--- src/rtl/game_pkg.sv ---
// Shared game definitions: state codes, field widths and default game constants
// used by the collision controller and by the HUD / score overlay.
package game_pkg;

    typedef enum logic [1:0] {
        ST_IDLE      = 2'd0,
        ST_PLAYING   = 2'd1,
        ST_HIT       = 2'd2,
        ST_GAME_OVER = 2'd3
    } game_state_t;

    localparam int SCORE_W = 14;
    localparam int LIVES_W = 2;
    localparam int DIV_W   = 3;   // frame divider feeding the score
    localparam int INV_W   = 6;   // invulnerability frame counter

    localparam int DEF_LIVES         = 3;
    localparam int DEF_INVULN_FRAMES = 60;
    localparam int DEF_SCORE_DIV     = 6;
    localparam int DEF_SCORE_MAX     = 9999;

    // Score increment that sticks at the ceiling instead of wrapping.
    function automatic logic [SCORE_W-1:0] sat_inc(input logic [SCORE_W-1:0] value,
                                                   input logic [SCORE_W-1:0] max_value);
        return (value >= max_value) ? max_value : value + {{(SCORE_W-1){1'b0}}, 1'b1};
    endfunction

endpackage

--- src/rtl/rise_detect.sv ---
// Rising-edge detector: remembers the previous level and emits a registered
// one-cycle pulse when the level goes from 0 to 1.
module rise_detect (
    input  logic i_clk,
    input  logic i_rst_n,
    input  logic i_level,
    output logic o_rise
);

    logic level_q_reg;
    logic rise_reg;

    // Track the previous level and register the AND-NOT edge term.
    always_ff @(posedge i_clk or negedge i_rst_n) begin
        if (!i_rst_n) begin
            level_q_reg <= 1'b0;
            rise_reg    <= 1'b0;
        end else begin
            level_q_reg <= i_level;
            rise_reg    <= i_level & ~level_q_reg;
        end
    end

    assign o_rise = rise_reg;

endmodule

--- src/rtl/obstacle_collision_ctrl.sv ---
// Per-frame collision and game-state controller. Accumulates player/obstacle
// overlap during the pixel scan and, on each frame tick, applies damage, runs
// the invulnerability window, advances the score and sequences the game.
module obstacle_collision_ctrl
    import game_pkg::*;
#(
    parameter int N_OBS         = 2,
    parameter int LIVES         = DEF_LIVES,
    parameter int INVULN_FRAMES = DEF_INVULN_FRAMES,
    parameter int SCORE_DIV     = DEF_SCORE_DIV,
    parameter int SCORE_MAX     = DEF_SCORE_MAX
) (
    input  logic               i_clk,
    input  logic               i_rst_n,
    input  logic               i_v_sync,
    input  logic               i_start,
    input  logic               i_player_hit,
    input  logic [N_OBS-1:0]   i_obstacle_hit,
    output logic [1:0]         o_state,
    output logic [LIVES_W-1:0] o_lives,
    output logic [SCORE_W-1:0] o_score,
    output logic               o_hit_pulse,
    output logic               o_invuln,
    output logic               o_game_over
);

    localparam logic [LIVES_W-1:0] LIVES_INIT = LIVES_W'(LIVES);
    localparam logic [INV_W-1:0]   INV_LOAD   = INV_W'(INVULN_FRAMES - 1);
    localparam logic [DIV_W-1:0]   DIV_LAST   = DIV_W'(SCORE_DIV - 1);
    localparam logic [SCORE_W-1:0] SCORE_TOP  = SCORE_W'(SCORE_MAX);

    // Bit 0: vertical sync (frame tick), bit 1: start button.
    logic [1:0] edge_in;
    logic [1:0] edge_rise;
    logic       tick;
    logic       start_rise;
    logic       ov;

    assign edge_in = {i_start, i_v_sync};

    generate
        for (genvar gi = 0; gi < 2; gi++) begin : g_rise
            rise_detect u_rise (
                .i_clk   (i_clk),
                .i_rst_n (i_rst_n),
                .i_level (edge_in[gi]),
                .o_rise  (edge_rise[gi])
            );
        end
    endgenerate

    assign tick       = edge_rise[0];
    assign start_rise = edge_rise[1];
    assign ov         = i_player_hit & (|i_obstacle_hit);

    game_state_t        state_reg, state_next;
    logic [LIVES_W-1:0] lives_reg, lives_next;
    logic [SCORE_W-1:0] score_reg, score_next;
    logic [DIV_W-1:0]   div_reg, div_next;
    logic [INV_W-1:0]   inv_cnt_reg, inv_cnt_next;
    logic               collide_reg, collide_next;
    logic               hit_pulse_reg, hit_pulse_next;
    logic               invuln_reg, invuln_next;
    logic               game_over_reg, game_over_next;

    // Game state, counters and registered status outputs.
    always_ff @(posedge i_clk or negedge i_rst_n) begin
        if (!i_rst_n) begin
            state_reg     <= ST_IDLE;
            lives_reg     <= LIVES_INIT;
            score_reg     <= '0;
            div_reg       <= '0;
            inv_cnt_reg   <= '0;
            collide_reg   <= 1'b0;
            hit_pulse_reg <= 1'b0;
            invuln_reg    <= 1'b0;
            game_over_reg <= 1'b0;
        end else begin
            state_reg     <= state_next;
            lives_reg     <= lives_next;
            score_reg     <= score_next;
            div_reg       <= div_next;
            inv_cnt_reg   <= inv_cnt_next;
            collide_reg   <= collide_next;
            hit_pulse_reg <= hit_pulse_next;
            invuln_reg    <= invuln_next;
            game_over_reg <= game_over_next;
        end
    end

    // Next-state logic: start handling, damage, invulnerability and scoring.
    always_comb begin
        state_next     = state_reg;
        lives_next     = lives_reg;
        score_next     = score_reg;
        div_next       = div_reg;
        inv_cnt_next   = inv_cnt_reg;
        hit_pulse_next = 1'b0;
        // The tick closes the frame: the old flag is judged, and an overlap
        // on the tick cycle itself opens the next frame's flag.
        collide_next   = tick ? ov : (collide_reg | ov);

        // Score divider runs on every tick while a game is in progress.
        if (tick && (state_reg == ST_PLAYING || state_reg == ST_HIT)) begin
            if (div_reg == DIV_LAST) begin
                div_next   = '0;
                score_next = sat_inc(score_reg, SCORE_TOP);
            end else begin
                div_next = div_reg + 1'b1;
            end
        end

        case (state_reg)
            ST_IDLE, ST_GAME_OVER: begin
                // Start wins over a coincident tick: no score/damage update.
                if (start_rise) begin
                    state_next   = ST_PLAYING;
                    lives_next   = LIVES_INIT;
                    score_next   = '0;
                    div_next     = '0;
                    inv_cnt_next = '0;
                    collide_next = 1'b0;
                end
            end
            ST_PLAYING: begin
                if (tick && collide_reg) begin
                    lives_next     = lives_reg - 1'b1;
                    hit_pulse_next = 1'b1;
                    if (lives_reg == {{(LIVES_W-1){1'b0}}, 1'b1}) begin
                        state_next = ST_GAME_OVER;
                    end else begin
                        state_next   = ST_HIT;
                        inv_cnt_next = INV_LOAD;
                    end
                end
            end
            ST_HIT: begin
                if (tick) begin
                    if (inv_cnt_reg == '0) begin
                        state_next = ST_PLAYING;
                    end else begin
                        inv_cnt_next = inv_cnt_reg - 1'b1;
                    end
                end
            end
            default: state_next = ST_IDLE;
        endcase

        invuln_next    = (state_next == ST_HIT);
        game_over_next = (state_next == ST_GAME_OVER);
    end

    assign o_state     = state_reg;
    assign o_lives     = lives_reg;
    assign o_score     = score_reg;
    assign o_hit_pulse = hit_pulse_reg;
    assign o_invuln    = invuln_reg;
    assign o_game_over = game_over_reg;

endmodule

--- config.mk ---
export PLATFORM = sky130hd
export DESIGN_NAME = obstacle_collision_ctrl
export DESIGN_NICKNAME = d
export VERILOG_FILES = /design/src/rtl/game_pkg.sv /design/src/rtl/rise_detect.sv /design/src/rtl/obstacle_collision_ctrl.sv
export SDC_FILE = /design/constraint.sdc
export NUM_CORES = 1
export LEC_CHECK = 0
export ABC_AREA = 1
export BUFFER_PORTS_ARGS = -buffer_cell sky130_fd_sc_hd__buf_2
export CAP_MARGIN = 20
export CORE_ASPECT_RATIO = 0.5
export CORE_MARGIN = 3
export CORE_UTILIZATION = 57
export DETAILED_ROUTE_END_ITERATION = 10
export GPL_TIMING_DRIVEN = 0
export PLACE_DENSITY = 0.79
export SETUP_SLACK_MARGIN = 0.4
export SLEW_MARGIN = 30
export SYNTH_ARGS = -nofsm -noshare
export SYNTH_HDL_FRONTEND = slang
export SYNTH_SLANG_ARGS = --single-unit
export TNS_END_PERCENT = 100
--- constraint.sdc ---
create_clock -name i_clk -period 2.5 [get_ports i_clk]
set_clock_uncertainty 0.15 [all_clocks]
set_input_delay 0.5 -clock i_clk [delete_from_list [all_inputs] [get_ports i_clk]]
set_output_delay 0.5 -clock i_clk [all_outputs]
set_load 0.05 [all_outputs]
==> run summary, run 1 <==
0 antenna diodes ended up in the layout. The critical path crosses 8 cells after its start point. The classification of the worst-slack hold path is in2async. Leaving out fill and tap cells, the most frequent cells in the layout are nand2_1 (65), inv_1 (42), nor2_1 (34), dfrtp_1 (32), buf_2 (29). For this run, design rule violations remaining after detail routing come to 0.

After clock tree synthesis, the clock-pin slew on the worst setup and hold paths is 0.07 ns. Internal power comes to 0.001252 W. The critical path in this run is classified as reg2reg. For the worst IR drop on VDD, the log shows 523.2 uV.

On the final layout, the worst hold slack is 0.1252 ns. The port buffer count is 27, and the yosys synthesis warning count is 0. The logs give 0 for the final number of hold-violating endpoints and 35 for the total number of clock tree sinks. The worst register-to-register path has a setup slack of 0.55 ns.

In this run, flip-flops and latches consume 36.3% of the power. The final route contains 1,792 vias. The flow ran to the end, and the final reports show no timing, DRC or antenna violations.

Headroom to the max-slew limit came out at 49.96%. The share of the cycle needed by the critical path after routing is 78.06%, and the y dimension of the die is 48.14 um. Power spread over the standard cell area amounts to 895.4 nW/um^2. On the worst path, the slowest cell contributes a delay of 0.43 ns. For the count of max-cap constraint violations, the log shows 0. The detail route stage leaves a number of antenna-violating nets equal to 0.

Once layout is complete, the utilization of the core stands at 74.06%. For the number of standard cells in the final layout excluding fillers, the log shows 353. The startpoint identified for the worst register-to-register timing path is o_state[0]. Measured in cells, the most critical reg-to-reg path has a length of 8. Sorting the synthesized cells by area gives the leading types as dfrtp_1 (41%), nand2_1 (12%), inv_1 (8.0%), nor2_1 (6.3%), nand3_1 (4.4%). Global routing used 20.92% of the available tracks. The pin slew with the least headroom to its limit is 0.7505 ns, and the number of cells produced by synthesis is 269.

The number of antenna violations at the first check in global routing is 0, and the static leakage power is 1.265 nW. The number of slew-limit violations in the final report is 0. Data on the critical path arrives at its endpoint at 1.97 ns. The run gives 28 as the I/O pin total. The signal on the critical path passes through inv_1 > ha_4 > inv_4 > nand2_4 > nor3_4 > nand3_4 > nand2_2 > nor3_2.

Entering global routing, the biggest net connects 36 pins. The die covers 4346 sq um. Per report_power, the clock group accounts for 25.1% of the total. Global routing finished with a remaining overflow of 0.

The net switching power of the design was 0.0008619 W; the iteration count of the initial detailed-routing pass was 4. Measured along the x axis, the die boundary spans 90.28 um. The ratio of cells with drive above 1 in the final layout came out at 20.98%.

The first global-routing pass estimated 7093 um of wire. Buffers inserted during clock tree synthesis total 5. The logs give 43.39% for the post-synthesis sequential area ratio and 14 for the standard-cell row count. The share of Yosys cell area claimed by the top area cell type works out to 40.79%.

Counting flops and latches in the post-synthesis netlist gives 35. The tools report the via count of the first global-routing pass as 1,593. The routed wirelength normalized by instance count came out at 12.05 um. A synthesized cell averages 7.526 sq um. STA puts the critical path data required time at 2.52 ns. For this run, the top clock speed supported by timing is 0.5124 GHz.

The floorplan step defined a core boundary enclosing 3188 sq um. Dividing the detail-routed via count by the number of cells gives 5.076. Kind of end point of the critical path: a flip-flop. In this run the clock root is driven by a clkbuf_8. Wires add up to 4253 um. The logs give 70 for the detailed router's first-iteration violation count and 281 for the post-synth net total.

The run gives 0.9171 as the final estimated routing congestion in global placement. Detailed placement ended at an HPWL of 3039 um. The sum of buffers and inverters on the critical path is 2, and the number of nets in the finished design is 316. Leaving out fill and tap cells, the most frequent cell in the layout is nand2_1. STA classifies the critical path startpoint as a flip-flop. In this run, distinct cell masters in the synthesized netlist total 32.

In this design, the largest share of critical-path delay is due to simple AND/OR/NAND/NOR gates. The routed design could run at a clock period as short as 1.952 ns. The post-cts hold buffer count was 0. The share of power burned in combinational logic was 38.7%.

The final sum of negative setup slack is 0 ns, and the maximum number of buffers from clock root to sink is 2. CTS built an H-tree with a depth of 2. The share of total power consumed by net switching was 40.77%. Of all nets on the critical path, the largest fanout is 8.

The slowest stage of the critical path belongs to the cell dfrtp_2. dfrtp_1 takes more of the synthesized area than any other cell. Setup repair after global routing left no endpoint under its margin. The area added between synthesis and finish is 16.63%, and the worst-skew pair later-pin latency is 0.28 ns. TritonCTS built the clock tree.

Combined area of all synthesized cells: 2024 sq um. Setup violations remaining at the end of the flow were counted as 0. The effective utilization at floorplan came out at 63.50%. The register with the most flip-flops in the layout has 14 of them. In this run the worst setup path begins at o_state[0]. The layout has 262 filler cells.

The run gives 344 as the post-placement cell count.
synthesized netlist by cell type:
cell type,count
buf_4,1
nand2_4,1
nand3_4,1
a31oi_1,1
xor2_1,4
nor3_1,7
o21ai_1,2
o211ai_1,1
nand3_2,1
a21oi_1,6
nand2_1,65
nor3_2,1
or2_1,1
nor3_4,1
dfstp_2,2
nand3_1,18
nor2_2,3
o21a_1,1
nand2_2,6
o21ai_0,12
inv_2,3
o221ai_1,1
nor2_4,1
buf_2,2
or2_2,1
inv_1,43
ha_1,5
xnor2_1,1
nand4_1,9
nand4_4,1
dfrtp_1,33
nor2_1,34
cell families after synthesis:
logic type	after synthesis	synth area share (%)
AND/OR/NAND/NOR	151	35.54
AO/OA/AOI/OAI	24	6.428
buffers and inverters	49	9.394
adder cells (fa/ha/maj)	5	3.090
flip-flops	35	43.39
XOR/XNOR	5	2.163
timing repair:
item	CTS	global route
endpoints found under the setup margin	0	14
setup buffers	0	1
endpoints found under the hold margin	0	0
resized for setup	0	4
per-layer routing:
layer / GRT usage (%) / wire [um] / part of all wire (%) / vias to the layer above
met5: 0 / 0 / 0 / -
met4: 6.687 / 29 / 0.68 / 0
met3: 5.393 / 192 / 4.5 / 7
met2: 38.02 / 1972 / 46 / 33
met1: 25.94 / 2059 / 48 / 833
li1: - / - / - / 919
final cells by class:
| cell class | instances | area (sq um) | share of cell area [%] |
|---|---|---|---|
| Tap cell | 48 | 60.06 | 2.544 |
| Clock inverter | 2 | 35.03 | 1.484 |
| Inverter | 46 | 175.2 | 7.419 |
| Multi-Input combinational cell | 185 | 968.4 | 41.02 |
| Buffer | 3 | 17.52 | 0.7419 |
| Sequential cell | 35 | 879.6 | 37.25 |
| Clock buffer | 6 | 82.58 | 3.498 |
| Timing Repair Buffer | 28 | 142.6 | 6.041 |
final timing paths:
path,end
min in group i_clk,g_rise[1].u_rise.level_q_reg
max reg2reg,o_score[11]
min,o_hit_pulse
max,o_score[11]
min reg2reg,g_rise[0].u_rise.o_rise
max in group asynchronous,o_state[0]
through the flow:
step | worst slack [ns] | power, W | area, sq um
floorplan | 0.4703 | 0.001387 | 2026
global placement | 0.5176 | 0.001535 | 2221
detailed placement | 0.5234 | 0.001562 | 2221
CTS | 0.4988 | 0.002101 | 2338
global route | 0.4010 | 0.002272 | 2361
finish | 0.5484 | 0.002114 | 2361
power groups by stage:
stage / Clock (W) / Sequential (W) / Combinational, W
floorplan: 0 / 0.000884 / 0.000502
global placement: 0 / 0.000767 / 0.000768
detailed placement: 0 / 0.000773 / 0.000788
CTS: 0.000543 / 0.000765 / 0.000793
global route: 0.000566 / 0.000781 / 0.000925
finish: 0.000530 / 0.000767 / 0.000818
No activity file was read; power rests on OpenSTA's default activity.
==> run 2, diff against run 1 <==
--- a/config.mk
+++ b/config.mk
@@ -5,15 +5,15 @@
 export SDC_FILE = /design/constraint.sdc
 export NUM_CORES = 1
 export LEC_CHECK = 0
-export ABC_AREA = 1
+export ABC_AREA = 0
 export BUFFER_PORTS_ARGS = -buffer_cell sky130_fd_sc_hd__buf_2
 export CAP_MARGIN = 20
 export CORE_ASPECT_RATIO = 0.5
 export CORE_MARGIN = 3
-export CORE_UTILIZATION = 57
+export CORE_UTILIZATION = 51
 export DETAILED_ROUTE_END_ITERATION = 10
 export GPL_TIMING_DRIVEN = 0
-export PLACE_DENSITY = 0.79
+export PLACE_DENSITY = 0.75
 export SETUP_SLACK_MARGIN = 0.4
 export SLEW_MARGIN = 30
 export SYNTH_ARGS = -nofsm -noshare
==> constraint.sdc (replaced) <==
create_clock -name i_clk -period 1.65 [get_ports i_clk]
set_clock_uncertainty 0.15 [all_clocks]
set_input_delay 0.33 -clock i_clk [delete_from_list [all_inputs] [get_ports i_clk]]
set_output_delay 0.33 -clock i_clk [all_outputs]
set_load 0.05 [all_outputs]
==> run 2 against run 1 <==
  * The run now ends with negative hold slack, negative setup slack left
  * Core utilization rose by 18 points
  * Final cell count decreased by 4.0%
  * Worst hold slack lost 0.15 ns
  * Sequential share of layout area is 9.8 points lower
  * Design area up 37%
  * Non-clock buffer count increased by 46
  * Synthesized cell count fell by 22%
  * Sequential cell count stayed put
  * Register-to-register slack worse by 1.1 ns
  * Routed wire length up 94%
  * Critical path type unchanged
==> run summary, run 2 <==
Worst setup path category: reg2reg. For the number of slew-limit violations in the final report, the log shows 0. The kind of end point of the critical path was a flip-flop. Count of cell types in the netlist: 45. Buffers inserted during clock tree synthesis total 5. The run gives 245 as the detailed router's first-iteration violation count. The clock passes through at most 2 buffers. The port buffer count was 27; the share of total power consumed by net switching was 40.39%.

The clock drives 35 sinks. The final critical path takes up 134.5% of the cycle. The internal power of the cells totals 0.002672 W.

In the routed design, unresolved DRC markers number 0. The number of inserted filler cells in the final layout was 117. The most common library cell in the layout ignoring fill and taps is buf_4. For the effective utilization at floorplan, the log shows 54.61%.

The cell accounting for the most synthesized area is dfrtp_1. The largest driver fanout on the critical path came out at 6. The run gives 2,133 as the via count of the first global-routing pass.

In this design, the largest share of critical-path delay is due to simple AND/OR/NAND/NOR gates. Among all flip-flop cells after synthesis, the most frequent one is dfrtp_1. Entering global routing, the biggest net connects 36 pins. The share of total power in the clock network was 16.1%; the worst slew margin relative to its limit was 44.61%. Once layout is done, the placed cells without fillers occupy 3246 sq um. The logs give 45.58% for the post-synthesis sequential area ratio and 0 for the final global-route overflow total. The sort of element at the start of the critical path is a flip-flop. Yosys mapped a number of flops with a built-in enable equal to 0. The CTS root buffer was clkbuf_8. Across the run, the number of max-cap violations was 0. In this run the number of H-tree levels came out at 2. Counting every instance in the synthesized netlist gives 210. The min-delay analysis places its worst path in the category in2async.

The standard-cell row count was 15. In the post-synthesis netlist, the cell with the most instances is dfrtp_1. For this design the top-level I/O count stands at 28. The global-route total usage across every layer was 32.49%; the chip width was 92.93 um.

The fraction of registers with async set/reset works out to 100.0%. The largest single stage delay on the critical path is 0.43 ns. The later pin in the worst-skew pair is clocked with a latency of 0.30 ns. The run gives -0.5690 ns as the worst setup margin. Based on the critical path, the design can be clocked at up to 0.4507 GHz. The register with the most flip-flops in the layout has 14 of them. After detailed routing, the total wire length is 8265 um. The xor/xnor cell area share of the yosys netlist was 1.818%; the power per cell area was 1381 nW/um^2.

The Yosys step of the flow raised 0 warnings. In the layout the commonest cells are buf_4 (27), buf_6 (26), dfrtp_1 (25), nand2_1 (13), buf_8 (12). Setup repair after global routing could not meet its margin everywhere. IR analysis of the VDD net gives a maximum drop of 652.5 uV. The number of nets in the finished design was 299. Cells with a size suffix above 1 make up 55.56% of the layout. For this run, the detailed router's first-pass iteration total came to 5. For the detailed placer's ending HPWL, the log shows 3192 um. The slowest stage of the critical path is the or4_1 cell.

The first global-routing pass estimated 11,350 um of wire. The sum of buffers and inverters on the critical path came out at 1. The synthesized netlist occupies a cell area of 1927 sq um. The simple logic cell fraction of the synthesized area was 22.99%; the number of antenna-violating nets in the routed design was 0. The final reports fail on negative hold slack, negative setup slack. The total inserted antenna cells is 0. The floorplan step defined a die boundary enclosing 4597 sq um. Combinational logic burns 59.6% of the power. The number of nets in the synthesized netlist is 222. The complex-gate fraction of the synthesized area works out to 20.58%. The number of antenna violations at the first check in global routing was 0; the cell area reported after detailed placement was 2203 sq um. The mux share of post-synthesis cell area works out to 1.688%. At the pin with the least slew margin, the transition time is 0.8308 ns. Counting flops and latches in the post-synthesis netlist gives 35. Fraction of the mapped netlist area in adder cells: 3.247%. TritonCTS built the clock tree. Summed over its instances, the top area cell type makes up 42.86% of the synthesized netlist area. Ranked by instance count, the synthesized netlist is headed by dfrtp_1 (33), nand2_1 (18), o21ai_0 (16), inv_1 (14).

The critical path data required time is 1.69 ns. The run finished, with violations left. The area added between synthesis and finish is 68.44%, and the overall via count from detail_route is 2,336.

By area the synthesized netlist is led by dfrtp_1 (43%), o21ai_0 (4.2%), nand2_1 (3.5%), a21oi_1 (3.4%), ha_1 (3.2%). Summed over all cells, the static leakage comes to 1.413 nW. Routability-driven placement finished with a final weighted congestion of 0.8627. For the arrival time of data at the critical path endpoint, the log shows 2.26 ns. The worst-case hold slack is -0.02297 ns. For the final sum of negative setup slack, the log shows -9.746 ns. The y dimension of the die is 49.47 um, and the sequential share of power is 24.3%. Setup violations remaining at the end of the flow were counted as 30.

The analysis attributes to net switching a power of 0.001811 W. The average size of a mapped cell is 9.175 sq um. The largest family of logic cells by synthesized area was simple AND/OR/NAND/NOR gates.

Subtracting the final worst setup slack from the clock period gives 2.219 ns. In the routed layout, each cell is associated on average with a via count of 6.891. The tools report the final number of hold-violating endpoints as 27.

After detailed routing, the average wire length per cell comes to 24.38 um. CTS clock-pin slew for the worst setup and hold paths: 0.08 ns. The total area inside the core boundary comes to 3528 sq um. The signal on the critical path passes through inv_2 > ha_4 > nand3b_4 > or3_4 > or4_1 > a31oi_1.
[run 2: cell count changes after synthesis, sizes merged, moves of 5 or more]
| cell | before | now |
|---|---|---|
| nand2 | 72 | 18 |
| inv | 46 | 14 |
| nor2 | 38 | 13 |
| nand3 | 20 | 8 |
| a21oi | 6 | 13 |
| a31oi | 1 | 8 |
| clkbuf | 0 | 7 |
| nand4 | 10 | 3 |
| and3 | 0 | 6 |
| nand2b | 0 | 5 |
| nor4 | 0 | 5 |
[run 2: final cells by class]
cell class,instances,area (sq um),share of cell area [%]
Buffer,7,86.33,2.660
Clock buffer,8,100.1,3.084
Inverter,14,62.56,1.928
Multi-Input combinational cell,154,1360,41.90
Sequential cell,35,892.1,27.49
Tap cell,51,63.81,1.966
Timing Repair Buffer,70,680.7,20.97
[run 2: worst paths after layout]
kind | slack [ns] | depth (start not counted) | to | start
max reg2reg | -0.57 | 6 | o_score[10] | o_state[0]
min | -0.02 | 1 | inv_cnt_reg[1] | i_rst_n
min reg2reg | 0.30 | 1 | g_rise[0].u_rise.o_rise | g_rise[0].u_rise.level_q_reg
max | -0.57 | 6 | o_score[10] | o_state[0]
min in group i_clk | 0.29 | 3 | collide_reg | i_player_hit
max in group asynchronous | 0.78 | 1 | o_score[0] | i_rst_n
[run 2: cells by family after synthesis]
kind of cell / Yosys count
buffers and inverters: 21
muxes: 3
and+or+nand+nor: 81
DFF: 35
adders and majority gates: 5
xor gates and xnor gates: 4
AOI/OAI and AO/OA: 61
[run 2: repair_timing]
item                       4_1_cts  5_1_grt
buffers inserted                30       11
gates resized for setup        116       50
hold endpoints to repair        35        0
hold buffers                     2        0
setup endpoints to repair       52       52
pin swaps                       22       14
gates cloned                     0        0
[run 2: metrics by stage]
stage | instances | hold slack, ns | power (W) | setup WS [ns] | util, %
final | 339 | -0.02297 | 0.004483 | -0.5690 | 91.99
after global placement | 288 | 0.2329 | 0.002131 | -0.4725 | 62.45
after floorplan | 210 | -0.1156 | 0.001915 | -0.4754 | -
after detailed placement | 288 | 0.2440 | 0.002178 | -0.5028 | 62.45
after global routing | 339 | 0.01320 | 0.004657 | -0.5990 | 91.99
after CTS | 328 | -0.01569 | 0.003823 | -0.3408 | 84.57
[run 2: power groups by stage]
stage | sequential [W] | clock, W | combinational, W
after CTS | 0.00107 | 0.000707 | 0.00205
after global routing | 0.00110 | 0.000770 | 0.00279
after floorplan | 0.00116 | 0 | 0.000755
after global placement | 0.00107 | 0 | 0.00106
after detailed placement | 0.00108 | 0 | 0.00110
final | 0.00109 | 0.000723 | 0.00267
[run 2: metal layers]
| layer | track usage (%) | routed length, um |
|---|---|---|
| met1 | 42.13 | 3115 |
| met2 | 52.21 | 3805 |
| met5 | 0 | 0 |
| met4 | 15.57 | 475 |
| met3 | 7.012 | 869 |
